<file path="src/rtl/seq_detect_ctrl.sv">
// Programmable serial-pattern detector: a pattern, length, hit target, overlap mode and timeout
// are loaded while IDLE, then a RUN shifts in x_i and counts matches until target, timeout or abort.
module seq_detect_ctrl #(
    parameter  int MAX_LEN = 16,
    parameter  int CNT_W   = 8,
    parameter  int TMO_W   = 16,
    localparam int LEN_W   = $clog2(MAX_LEN) + 1
) (
    input  logic               clk,
    input  logic               reset,
    input  logic               cfg_valid_i,
    output logic               cfg_ready_o,
    input  logic [MAX_LEN-1:0] cfg_pattern_i,
    input  logic [LEN_W-1:0]   cfg_len_i,
    input  logic [CNT_W-1:0]   cfg_hits_i,
    input  logic               cfg_overlap_i,
    input  logic [TMO_W-1:0]   cfg_tmo_i,
    input  logic               start_i,
    input  logic               abort_i,
    input  logic               x_i,
    output logic               det_o,
    output logic [CNT_W-1:0]   hit_cnt_o,
    output logic               busy_o,
    output logic               done_o,
    output logic               timeout_o
);

    localparam logic [0:0] ST_IDLE = 1'b0;
    localparam logic [0:0] ST_RUN  = 1'b1;

    localparam logic [LEN_W-1:0] LEN_MAX = LEN_W'(MAX_LEN);

    logic [0:0]         r_state;
    logic               r_cfg_loaded;
    logic [MAX_LEN-1:0] r_pattern;
    logic [LEN_W-1:0]   r_len;
    logic [CNT_W-1:0]   r_hits;
    logic               r_overlap;
    logic [TMO_W-1:0]   r_tmo;

    logic [MAX_LEN-1:0] r_shift;
    logic [LEN_W-1:0]   r_fill;
    logic [TMO_W-1:0]   r_timer;
    logic [CNT_W-1:0]   r_hit_cnt;
    logic               r_det;
    logic               r_done;
    logic               r_timeout;

    logic               w_cfg_ready;
    logic               w_cfg_accept;
    logic               w_start;
    logic [LEN_W-1:0]   w_len_clamped;
    logic [CNT_W-1:0]   w_hits_clamped;

    logic [MAX_LEN-1:0] w_shift_next;
    logic [LEN_W-1:0]   w_fill_next;
    logic [TMO_W-1:0]   w_timer_next;
    logic [CNT_W-1:0]   w_hit_next;
    logic [MAX_LEN-1:0] w_mask;
    logic               w_match;
    logic               w_final;
    logic               w_tmo_expire;

    assign w_cfg_ready  = (r_state == ST_IDLE);
    assign w_cfg_accept = cfg_valid_i && w_cfg_ready;
    // A config handshake in the same cycle as start_i wins; the start is dropped.
    assign w_start      = w_cfg_ready && start_i && r_cfg_loaded && !w_cfg_accept;

    always_comb begin
        w_len_clamped = cfg_len_i;
        if (cfg_len_i == '0) begin
            w_len_clamped = LEN_W'(1);
        end else if (cfg_len_i > LEN_MAX) begin
            w_len_clamped = LEN_MAX;
        end
        w_hits_clamped = (cfg_hits_i == '0) ? CNT_W'(1) : cfg_hits_i;
    end

    always_comb begin
        w_mask = '0;
        for (int i = 0; i < MAX_LEN; i++) begin
            w_mask[i] = (LEN_W'(i) < r_len);
        end
    end

    // Fill counts valid bits seen, so bits cleared at start or before a fresh window never match.
    always_comb begin
        w_shift_next = {r_shift[MAX_LEN-2:0], x_i};
        w_fill_next  = (r_fill >= LEN_MAX) ? r_fill : r_fill + LEN_W'(1);
        w_timer_next = r_timer + TMO_W'(1);
        w_hit_next   = r_hit_cnt + CNT_W'(1);
        w_match      = (w_fill_next >= r_len) &&
                       (((w_shift_next ^ r_pattern) & w_mask) == '0);
        w_final      = w_match && (w_hit_next == r_hits);
        w_tmo_expire = (r_tmo != '0) && (w_timer_next == r_tmo);
    end

    always_ff @(posedge clk) begin
        if (reset) begin
            r_state      <= ST_IDLE;
            r_cfg_loaded <= 1'b0;
            r_pattern    <= '0;
            r_len        <= LEN_W'(1);
            r_hits       <= CNT_W'(1);
            r_overlap    <= 1'b0;
            r_tmo        <= '0;
        end else begin
            if (w_cfg_accept) begin
                r_cfg_loaded <= 1'b1;
                r_pattern    <= cfg_pattern_i;
                r_len        <= w_len_clamped;
                r_hits       <= w_hits_clamped;
                r_overlap    <= cfg_overlap_i;
                r_tmo        <= cfg_tmo_i;
            end
            case (r_state)
                ST_IDLE: begin
                    if (w_start) begin
                        r_state <= ST_RUN;
                    end
                end
                ST_RUN: begin
                    if (abort_i || w_final || w_tmo_expire) begin
                        r_state <= ST_IDLE;
                    end
                end
                default: r_state <= ST_IDLE;
            endcase
        end
    end

    // Abort suppresses every effect of the sample taken on its edge, including the hit count.
    always_ff @(posedge clk) begin
        if (reset) begin
            r_shift   <= '0;
            r_fill    <= '0;
            r_timer   <= '0;
            r_hit_cnt <= '0;
            r_det     <= 1'b0;
            r_done    <= 1'b0;
            r_timeout <= 1'b0;
        end else begin
            r_det     <= 1'b0;
            r_done    <= 1'b0;
            r_timeout <= 1'b0;
            if (w_start) begin
                r_shift   <= '0;
                r_fill    <= '0;
                r_timer   <= '0;
                r_hit_cnt <= '0;
            end else if ((r_state == ST_RUN) && !abort_i) begin
                r_shift <= w_shift_next;
                r_timer <= w_timer_next;
                r_fill  <= (w_match && !r_overlap) ? '0 : w_fill_next;
                if (w_match) begin
                    r_det     <= 1'b1;
                    r_hit_cnt <= w_hit_next;
                end
                if (w_final) begin
                    r_done <= 1'b1;
                end else if (w_tmo_expire) begin
                    r_timeout <= 1'b1;
                end
            end
        end
    end

    assign cfg_ready_o = w_cfg_ready;
    assign busy_o      = (r_state == ST_RUN);
    assign det_o       = r_det;
    assign done_o      = r_done;
    assign timeout_o   = r_timeout;
    assign hit_cnt_o   = r_hit_cnt;

endmodule
</file>
<file path="config.mk">
export PLATFORM = sky130hd
export DESIGN_NAME = seq_detect_ctrl
export DESIGN_NICKNAME = d
export VERILOG_FILES = /design/src/rtl/seq_detect_ctrl.sv
export SDC_FILE = /design/constraint.sdc
export NUM_CORES = 1
export LEC_CHECK = 0
export BUFFER_PORTS_ARGS = -buffer_cell sky130_fd_sc_hd__buf_2
export CAP_MARGIN = 40
export CELL_PAD_IN_SITES_DETAIL_PLACEMENT = 1
export CELL_PAD_IN_SITES_GLOBAL_PLACEMENT = 1
export CORE_ASPECT_RATIO = 1.2
export CORE_UTILIZATION = 39
export DETAILED_ROUTE_END_ITERATION = 16
export PLACE_DENSITY = 0.83
export RECOVER_POWER = 100
export SYNTH_ARGS = -nofsm -noshare
export SYNTH_HDL_FRONTEND = slang
export SYNTH_SLANG_ARGS = --single-unit
</file>
<file path="constraint.sdc">
create_clock -name clk -period 2.5 [get_ports clk]
set_input_delay 0.25 -clock clk [delete_from_list [all_inputs] [get_ports clk]]
set_output_delay 0.25 -clock clk [all_outputs]
set_load 0.1 [all_outputs]
</file>
---- Word level (Yosys, flattened, before mapping) ----
Index checks and enable logic that the tools add are counted.
operators by class
  add/sub/neg operators ................... 3
  magnitude comparators ................... 19
  eq/ne operators ......................... 2
  multiplexer cells ....................... 11
  bitwise logic cells ..................... 4
  reductions and logical operators ........ 22
operators by type and width
  operator                                           number
  < comparator 4 x 5 -> 1 bit, first input constant  8
  < comparator 3 x 5 -> 1 bit, first input constant  4
  two-way mux 5 bit                                  4
  adder 16 x 1 -> 16 bit, second input constant      1
  AND 16 bit                                         1
  == test 16 bit                                     1
  logical NOT 16 bit                                 1
  nonzero test 16 bit                                1
  XOR 16 bit                                         1
  < comparator 1 x 5 -> 1 bit, first input constant  2
  < comparator 2 x 5 -> 1 bit, first input constant  2
  logical AND 1 bit                                  9
  adder 8 x 1 -> 8 bit, second input constant        1
  == test 8 bit                                      1
  logical NOT 8 bit                                  1
  two-way mux 8 bit                                  1
  adder 5 x 1 -> 5 bit, second input constant        1
  >= comparator 5 bit                                1
  >= comparator 5 bit, second input constant         1
  > comparator 5 bit, second input constant          1
  logical NOT 5 bit                                  1
  two-way mux 1 bit                                  5
  OR reduction 4 bit                                 1
  logical NOT 1 bit                                  3
  other kinds (6)                                    8
word-level totals
  flip-flop bits (word level) ............. 95
  bits of input ports ..................... 52
  output and inout port bits .............. 13

---- Logic depth before layout (Yosys ltp) ----
  depth in word-level cells ............... 9
  mapped depth ............................ 10
  depth with buffers taken out ............ 9

---- Least setup slack after synthesis ----
Ideal clock, no wire load.
  kind .................................... reg-to-reg
  start ................................... register r_state (netlist: busy_o)
  end ..................................... register r_hit_cnt[6] (netlist: hit_cnt_o[6])
  setup time .............................. 0.072 ns
  arrival ................................. 2.828 ns
  required time ........................... 2.428 ns
  path slack .............................. -0.400 ns
  stages on the path, launching flop included .. 7
  path buffers ............................ 1
  clock period less this slack ............ 2.900 ns
  cell sequence ........................... dfxtp_1 > inv_1 > nor2_1 > clkbuf_1 > nand2_1 > nor4_1 > mux2i_1
on the way
  word-level cells in the longest chain between the ends .. 5
RTL lines
  item                                                           line    text
  start: declaration                                             33      logic [0:0] r_state;
  start signal: assignment                                       100     r_state <= ST_IDLE;
  start signal: assignment                                       119     r_state <= ST_RUN;
  start signal: assignment                                       124     r_state <= ST_IDLE;
  inverter 1 bit (*)                                             -
  via cfg_ready_o                                                12      output logic cfg_ready_o,
  logical AND 1 bit (on tied branches)                           67, 65
  logical AND 1 bit / logical NOT 1 bit (equally long branches)  67      assign w_start = w_cfg_ready && start_i && r_cfg_loaded && !w_cfg_accept;
  logical AND 1 bit (*)                                          67
  OR reduction 2 bit (no line) (*)                               -
  end signal: assignment                                         157     r_hit_cnt <= w_hit_next;
  end: declaration                                               44      logic [CNT_W-1:0] r_hit_cnt;
Mark *: on every way through the listed nets, which the timed path passes. The rest lies on a longest branch.
A chain may end at the register's enable or synchronous reset.

---- Worst setup path in the final report ----
  start ................................... register r_fill[0]
  end ..................................... register r_state (netlist: busy_o)
on the way
  word-level cells in the longest chain between the ends .. 9
RTL lines
  item                                                                line  text
  start: declaration                                                  42    logic [LEN_W-1:0] r_fill;
  start signal: assignment                                            154   r_fill <= (w_match && !r_overlap) ? '0 : w_fill_next;
  adder 5 x 1 -> 5 bit / >= comparator 5 bit (equally long branches)  89    w_fill_next = (r_fill >= LEN_MAX) ? r_fill : r_fill + LEN_W'(1);
  two-way mux 5 bit (*)                                               89
  >= comparator 5 bit (*)                                             92    w_match = (w_fill_next >= r_len) &&
  logical AND 1 bit (*)                                               92
  logical AND 1 bit (*)                                               94    w_final = w_match && (w_hit_next == r_hits);
  logical OR 1 bit (*) (2 in series)                                  123   if (abort_i || w_final || w_tmo_expire) begin
  two-way mux 1 bit (*)                                               123
  one-hot mux 1 bit (2 select lines) (*)                              116   case (r_state)
  end signal: assignment                                              119
  end signal: assignment                                              124
  end signal: assignment                                              127   default: r_state <= ST_IDLE;
Every way passes the cells marked *; elsewhere a longest branch is shown, timed or not.

==> impl_metrics.prom <==
# TYPE chip_impl_metric gauge
chip_impl_info{name="status",value="complete, no violations"} 1
chip_impl_metric{name="finalSetupViolations",unit=""} 0
chip_impl_metric{name="fill_cells",unit=""} 1529
chip_impl_metric{name="timing.final.ws_setup",unit="ps"} 78.5
chip_impl_metric{name="finClkSkew",unit="ps"} 7.74
chip_impl_metric{name="cap_viol_max_count",unit=""} 0
chip_impl_metric{name="post_synthesis_cell_count",unit=""} 634
chip_impl_metric{name="synth_fp_nets",unit=""} 695
chip_impl_metric{name="routed_wire_length_per_instance",unit="um"} 17.1
chip_impl_metric{name="drv_slew",unit=""} 0
chip_impl_metric{name="final_layout_size_suffix_gt1_share",unit="%"} 16.7
chip_impl_metric{name="hpwl",unit="um"} 10800
chip_impl_metric{name="yosys_register_bits",unit=""} 95
chip_impl_metric{name="final_min_period_over_clock_period",unit="%"} 96.9
chip_impl_metric{name="global_route.overflow_total",unit=""} 0
chip_impl_metric{name="globalplace.congestion",unit=""} 0.922
chip_impl_metric{name="floorplan.rows",unit=""} 44
chip_impl_metric{name="worst_setup_slack_before_clock_tree_synthesis",unit="ps"} 19.1
chip_impl_metric{name="slew_headroom",unit="%"} 20.7
chip_impl_metric{name="ir_drop",unit="V"} 0.000312
chip_impl_metric{name="placedInstanceArea",unit="um^2"} 5550
chip_impl_metric{name="grt_antenna_before_repair",unit=""} 0
chip_impl_metric{name="synth_cell_types",unit=""} 62
chip_impl_metric{name="syn-mean-instance-area",unit="um^2"} 7.86
chip_impl_metric{name="worst-endpoint-required",unit="ps"} 2710
chip_impl_metric{name="finalHoldViolCount",unit=""} 0
chip_impl_metric{name="buffer_ports.inserted",unit=""} 64
chip_impl_metric{name="max_slew.worst_pin.slew",unit="ps"} 1200
chip_impl_metric{name="critPathMaxFanout",unit=""} 6
chip_impl_info{name="ys.flop_type",value="sky130_fd_sc_hd__dfxtp_1"} 1
chip_impl_metric{name="fin_nets",unit=""} 752
chip_impl_metric{name="coreArea",unit="um^2"} 12300
chip_impl_info{name="clock_tree_from_tritoncts",value="done"} 1
chip_impl_metric{name="clk_pin_slew_worst_paths",unit="ps"} 70
chip_impl_info{name="worst_hold_path_type",value="input pin to flip-flop"} 1
chip_impl_metric{name="die_outline_width",unit="um"} 105
chip_impl_info{name="reg2reg_from",value="r_fill[0]"} 1
chip_impl_metric{name="layout-area-overhead-vs-synth",unit="%"} 17.8
chip_impl_metric{name="multiInputGateArea",unit="um^2"} 2940
chip_impl_metric{name="grt_first_pass_wirelength",unit="um"} 24100
chip_impl_metric{name="f_max",unit="GHz"} 0.413
chip_impl_metric{name="static-leakage-power",unit="nW"} 2.14
chip_impl_metric{name="rrSetupSlack",unit="ps"} 80
chip_impl_info{name="end_kind",value="flip-flop"} 1
chip_impl_metric{name="ant_nets",unit=""} 0
chip_impl_info{name="worstSetupStartpointType",value="flip-flop"} 1
chip_impl_metric{name="post_synth_instance_area",unit="um^2"} 4980
chip_impl_metric{name="ys_async_sr_fraction",unit="%"} 0
chip_impl_metric{name="cts_inserted_buffers",unit=""} 9
chip_impl_metric{name="cts_htree_levels",unit=""} 3
chip_impl_metric{name="seq_area",unit="um^2"} 1910
chip_impl_info{name="timing.critical_path.from",value="r_fill[0]"} 1
chip_impl_metric{name="start_util",unit="%"} 40.6
chip_impl_metric{name="total_power",unit="mW"} 3.45
chip_impl_metric{name="global_route_usage_sum",unit="%"} 22.7
chip_impl_metric{name="synth.yosys.seq_area_share",unit="%"} 38.2
chip_impl_metric{name="dp_cells",unit=""} 839
chip_impl_info{name="root_buffer",value="sky130_fd_sc_hd__clkbuf_16"} 1
chip_impl_info{name="critical_path_start_end_classification",value="flip-flop to flip-flop"} 1
chip_impl_metric{name="insertedDiodeCount",unit=""} 0
chip_impl_metric{name="total_die_area",unit="um^2"} 13200
chip_impl_metric{name="via_per_inst",unit=""} 5.63
chip_impl_metric{name="period_needed",unit="ps"} 2420
chip_impl_metric{name="number_of_synthesized_flops_with_an_enable_pin",unit=""} 0
chip_impl_metric{name="cts_num_sinks",unit=""} 95
chip_impl_info{name="crit_path_end",value="busy_o"} 1
chip_impl_metric{name="post-route-drc-count",unit=""} 0
chip_impl_metric{name="final_cells",unit=""} 857
chip_impl_metric{name="vias",unit=""} 4823
chip_impl_metric{name="timing.critical_path.arrival",unit="ps"} 2630
chip_impl_metric{name="drt_pre_antenna_iters",unit=""} 4
chip_impl_metric{name="dieHeight",unit="um"} 126
chip_impl_metric{name="cts.path.max_buffers",unit=""} 2
chip_impl_metric{name="post-route-cell-area",unit="um^2"} 5870
chip_impl_metric{name="synth.yosys.warnings",unit=""} 0
chip_impl_metric{name="grt_pass1_vias",unit=""} 5072
chip_impl_metric{name="drt-initial-drc-count",unit=""} 192
chip_impl_metric{name="p_per_area",unit="nW/um^2"} 587
chip_impl_metric{name="wirelength",unit="um"} 14700
chip_impl_metric{name="clock_insertion_delay_worst_skew",unit="ps"} 350
chip_impl_metric{name="ff2ff_path_depth",unit=""} 10
chip_impl_metric{name="ios",unit=""} 65
chip_impl_info{name="r2r_end",value="busy_o"} 1
chip_impl_metric{name="grt_max_degree",unit=""} 49
## metal layers
metal | track usage [%] | share of wire, %
met2 | 43.0 | 53
met3 | 2.54 | 3.2
met4 | 9.61 | 2.5
met1 | 25.4 | 41
met5 | 0 | 0
## power breakdown
group	switching [mW]	total, mW	internal [mW]
combinational	0.247	0.414	0.168
clock	0.614	1.42	0.808
sequential	0.0507	1.61	1.56
total	0.911	3.45	2.54
## state kept, by name, indices dropped and copies added (netlist names)
register,cells
timeout_o,1
busy_o,1
r_cfg_loaded,1
r_overlap,1
done_o,1
r_len,5
det_o,1
r_pattern,16
r_hits,8
r_fill,5
hit_cnt_o,8
r_timer,16
r_shift,15
r_tmo,16
## how the worst min path moves through the flow
stage                   end             start  slack, ps  cells after the start
2_1_floorplan      r_len[0]      cfg_len_i[4]        350                      1
3_3_place_gp   r_cfg_loaded      r_cfg_loaded        450                      2
3_5_place_dp   r_pattern[6]      r_pattern[6]        470                      2
4_1_cts        r_pattern[8]  cfg_pattern_i[8]        130                      3
5_1_grt           r_tmo[12]     cfg_tmo_i[12]        150                      3
6_report       r_pattern[8]  cfg_pattern_i[8]        130                      3
## kinds of logic (layout without fill, tap and decap cells)
family	count (synthesis)	count (layout)	synth area share, %
DFF	95	95	38.2
AOI/OAI and AO/OA	140	140	17.5
buffers and inverters	50	112	3.99
adders and majority gates	9	9	2.26
and+or+nand+nor	278	278	27.0
muxes	6	6	1.23
xor gates and xnor gates	56	56	9.84
## synthesized netlist by cell type (3+ instances only)
library cell / count / area share (%)
sky130_fd_sc_hd__dfxtp_1: 95 / 38
sky130_fd_sc_hd__xnor2_1: 39 / 6.9
sky130_fd_sc_hd__a21oi_1: 78 / 7.8
sky130_fd_sc_hd__mux2i_1: 5 / 1.0
sky130_fd_sc_hd__nand3_1: 13 / 1.3
sky130_fd_sc_hd__nand2b_1: 6 / 0.75
sky130_fd_sc_hd__nand2_1: 143 / 11
sky130_fd_sc_hd__o21a_1: 3 / 0.45
sky130_fd_sc_hd__nor2_1: 29 / 2.2
sky130_fd_sc_hd__inv_1: 9 / 0.68
sky130_fd_sc_hd__o41ai_1: 4 / 0.70
sky130_fd_sc_hd__a211oi_1: 3 / 0.45
sky130_fd_sc_hd__and3_1: 3 / 0.38
sky130_fd_sc_hd__nor2b_1: 7 / 0.88
sky130_fd_sc_hd__nand3b_1: 4 / 0.60
sky130_fd_sc_hd__o211ai_1: 3 / 0.45
sky130_fd_sc_hd__o31ai_1: 7 / 1.1
sky130_fd_sc_hd__or4_1: 3 / 0.45
sky130_fd_sc_hd__o2111ai_1: 3 / 0.53
sky130_fd_sc_hd__o311ai_0: 3 / 0.53
sky130_fd_sc_hd__o21ai_0: 10 / 1.0
sky130_fd_sc_hd__or3_1: 15 / 1.9
sky130_fd_sc_hd__and2_1: 3 / 0.38
sky130_fd_sc_hd__nor3_1: 16 / 1.6
sky130_fd_sc_hd__clkbuf_1: 26 / 2.0
sky130_fd_sc_hd__buf_1: 6 / 0.45
sky130_fd_sc_hd__nor4_1: 9 / 1.1
sky130_fd_sc_hd__a221oi_1: 3 / 0.53
sky130_fd_sc_hd__ha_1: 9 / 2.3
sky130_fd_sc_hd__nand4_1: 7 / 0.88
sky130_fd_sc_hd__nor4b_1: 4 / 0.70
sky130_fd_sc_hd__o311ai_1: 3 / 0.53
sky130_fd_sc_hd__buf_2: 9 / 0.90
sky130_fd_sc_hd__xor2_1: 17 / 3.0
## placed cells by master, fill, tap and decap left out, types with 4 or more instances in the layout
cell type | netlist | final
sky130_fd_sc_hd__a21oi_1 | 78 | 76
sky130_fd_sc_hd__buf_2 | 9 | 51
sky130_fd_sc_hd__buf_4 | 0 | 18
sky130_fd_sc_hd__clkbuf_1 | 26 | 13
sky130_fd_sc_hd__clkbuf_16 | 0 | 9
sky130_fd_sc_hd__dfxtp_1 | 95 | 90
sky130_fd_sc_hd__dfxtp_2 | 0 | 5
sky130_fd_sc_hd__ha_1 | 9 | 8
sky130_fd_sc_hd__inv_1 | 9 | 8
sky130_fd_sc_hd__mux2i_1 | 5 | 5
sky130_fd_sc_hd__nand2_1 | 143 | 143
sky130_fd_sc_hd__nand2b_1 | 6 | 6
sky130_fd_sc_hd__nand3_1 | 13 | 13
sky130_fd_sc_hd__nand3b_1 | 4 | 4
sky130_fd_sc_hd__nand4_1 | 7 | 7
sky130_fd_sc_hd__nor2_1 | 29 | 28
sky130_fd_sc_hd__nor2b_1 | 7 | 6
sky130_fd_sc_hd__nor3_1 | 16 | 16
sky130_fd_sc_hd__nor4_1 | 9 | 7
sky130_fd_sc_hd__nor4b_1 | 4 | 4
sky130_fd_sc_hd__o21ai_0 | 10 | 10
sky130_fd_sc_hd__o31ai_1 | 7 | 7
sky130_fd_sc_hd__o41ai_1 | 4 | 4
sky130_fd_sc_hd__or3_1 | 15 | 14
sky130_fd_sc_hd__xnor2_1 | 39 | 39
sky130_fd_sc_hd__xor2_1 | 17 | 17
## stage by stage
stage	hold slack (ps)	utilization, %	setup TNS [ps]
after CTS	127	47.8	-4.62
after global placement	449	45.2	0
after global routing	145	47.8	-29.3
after detailed placement	466	45.2	0
after floorplan	352	-	0
final	133	47.8	0
## area by class of cell
type | count | area share [%]
multi-input cells | 489 | 50.2
repair buffers | 87 | 8.06
well taps | 161 | 3.43
clock buffers | 10 | 4.07
flip-flops and latches | 95 | 32.5
clock inverters | 6 | 1.17
inverters | 9 | 0.597
## critical path, stage by stage, from the launching register on
cell                      delay [ps]
sky130_fd_sc_hd__dfxtp_2         320
sky130_fd_sc_hd__inv_1            40
sky130_fd_sc_hd__ha_1            290
sky130_fd_sc_hd__mux2_4          300
sky130_fd_sc_hd__ha_4            260
sky130_fd_sc_hd__a21o_1          100
sky130_fd_sc_hd__a211o_1         150
sky130_fd_sc_hd__a21oi_4          90
sky130_fd_sc_hd__buf_4           150
sky130_fd_sc_hd__o41ai_1         490
sky130_fd_sc_hd__a21oi_1          90
## repair_timing
item                                   4_1_cts  5_1_grt
buffers inserted                             0        2
pin swaps                                    0        4
gates resized for setup                      1        9
setup endpoints to repair                    1       13
hold buffers                                 0        0
endpoints found under the hold margin        0        0
No activity file was read; power rests on OpenSTA's default activity.
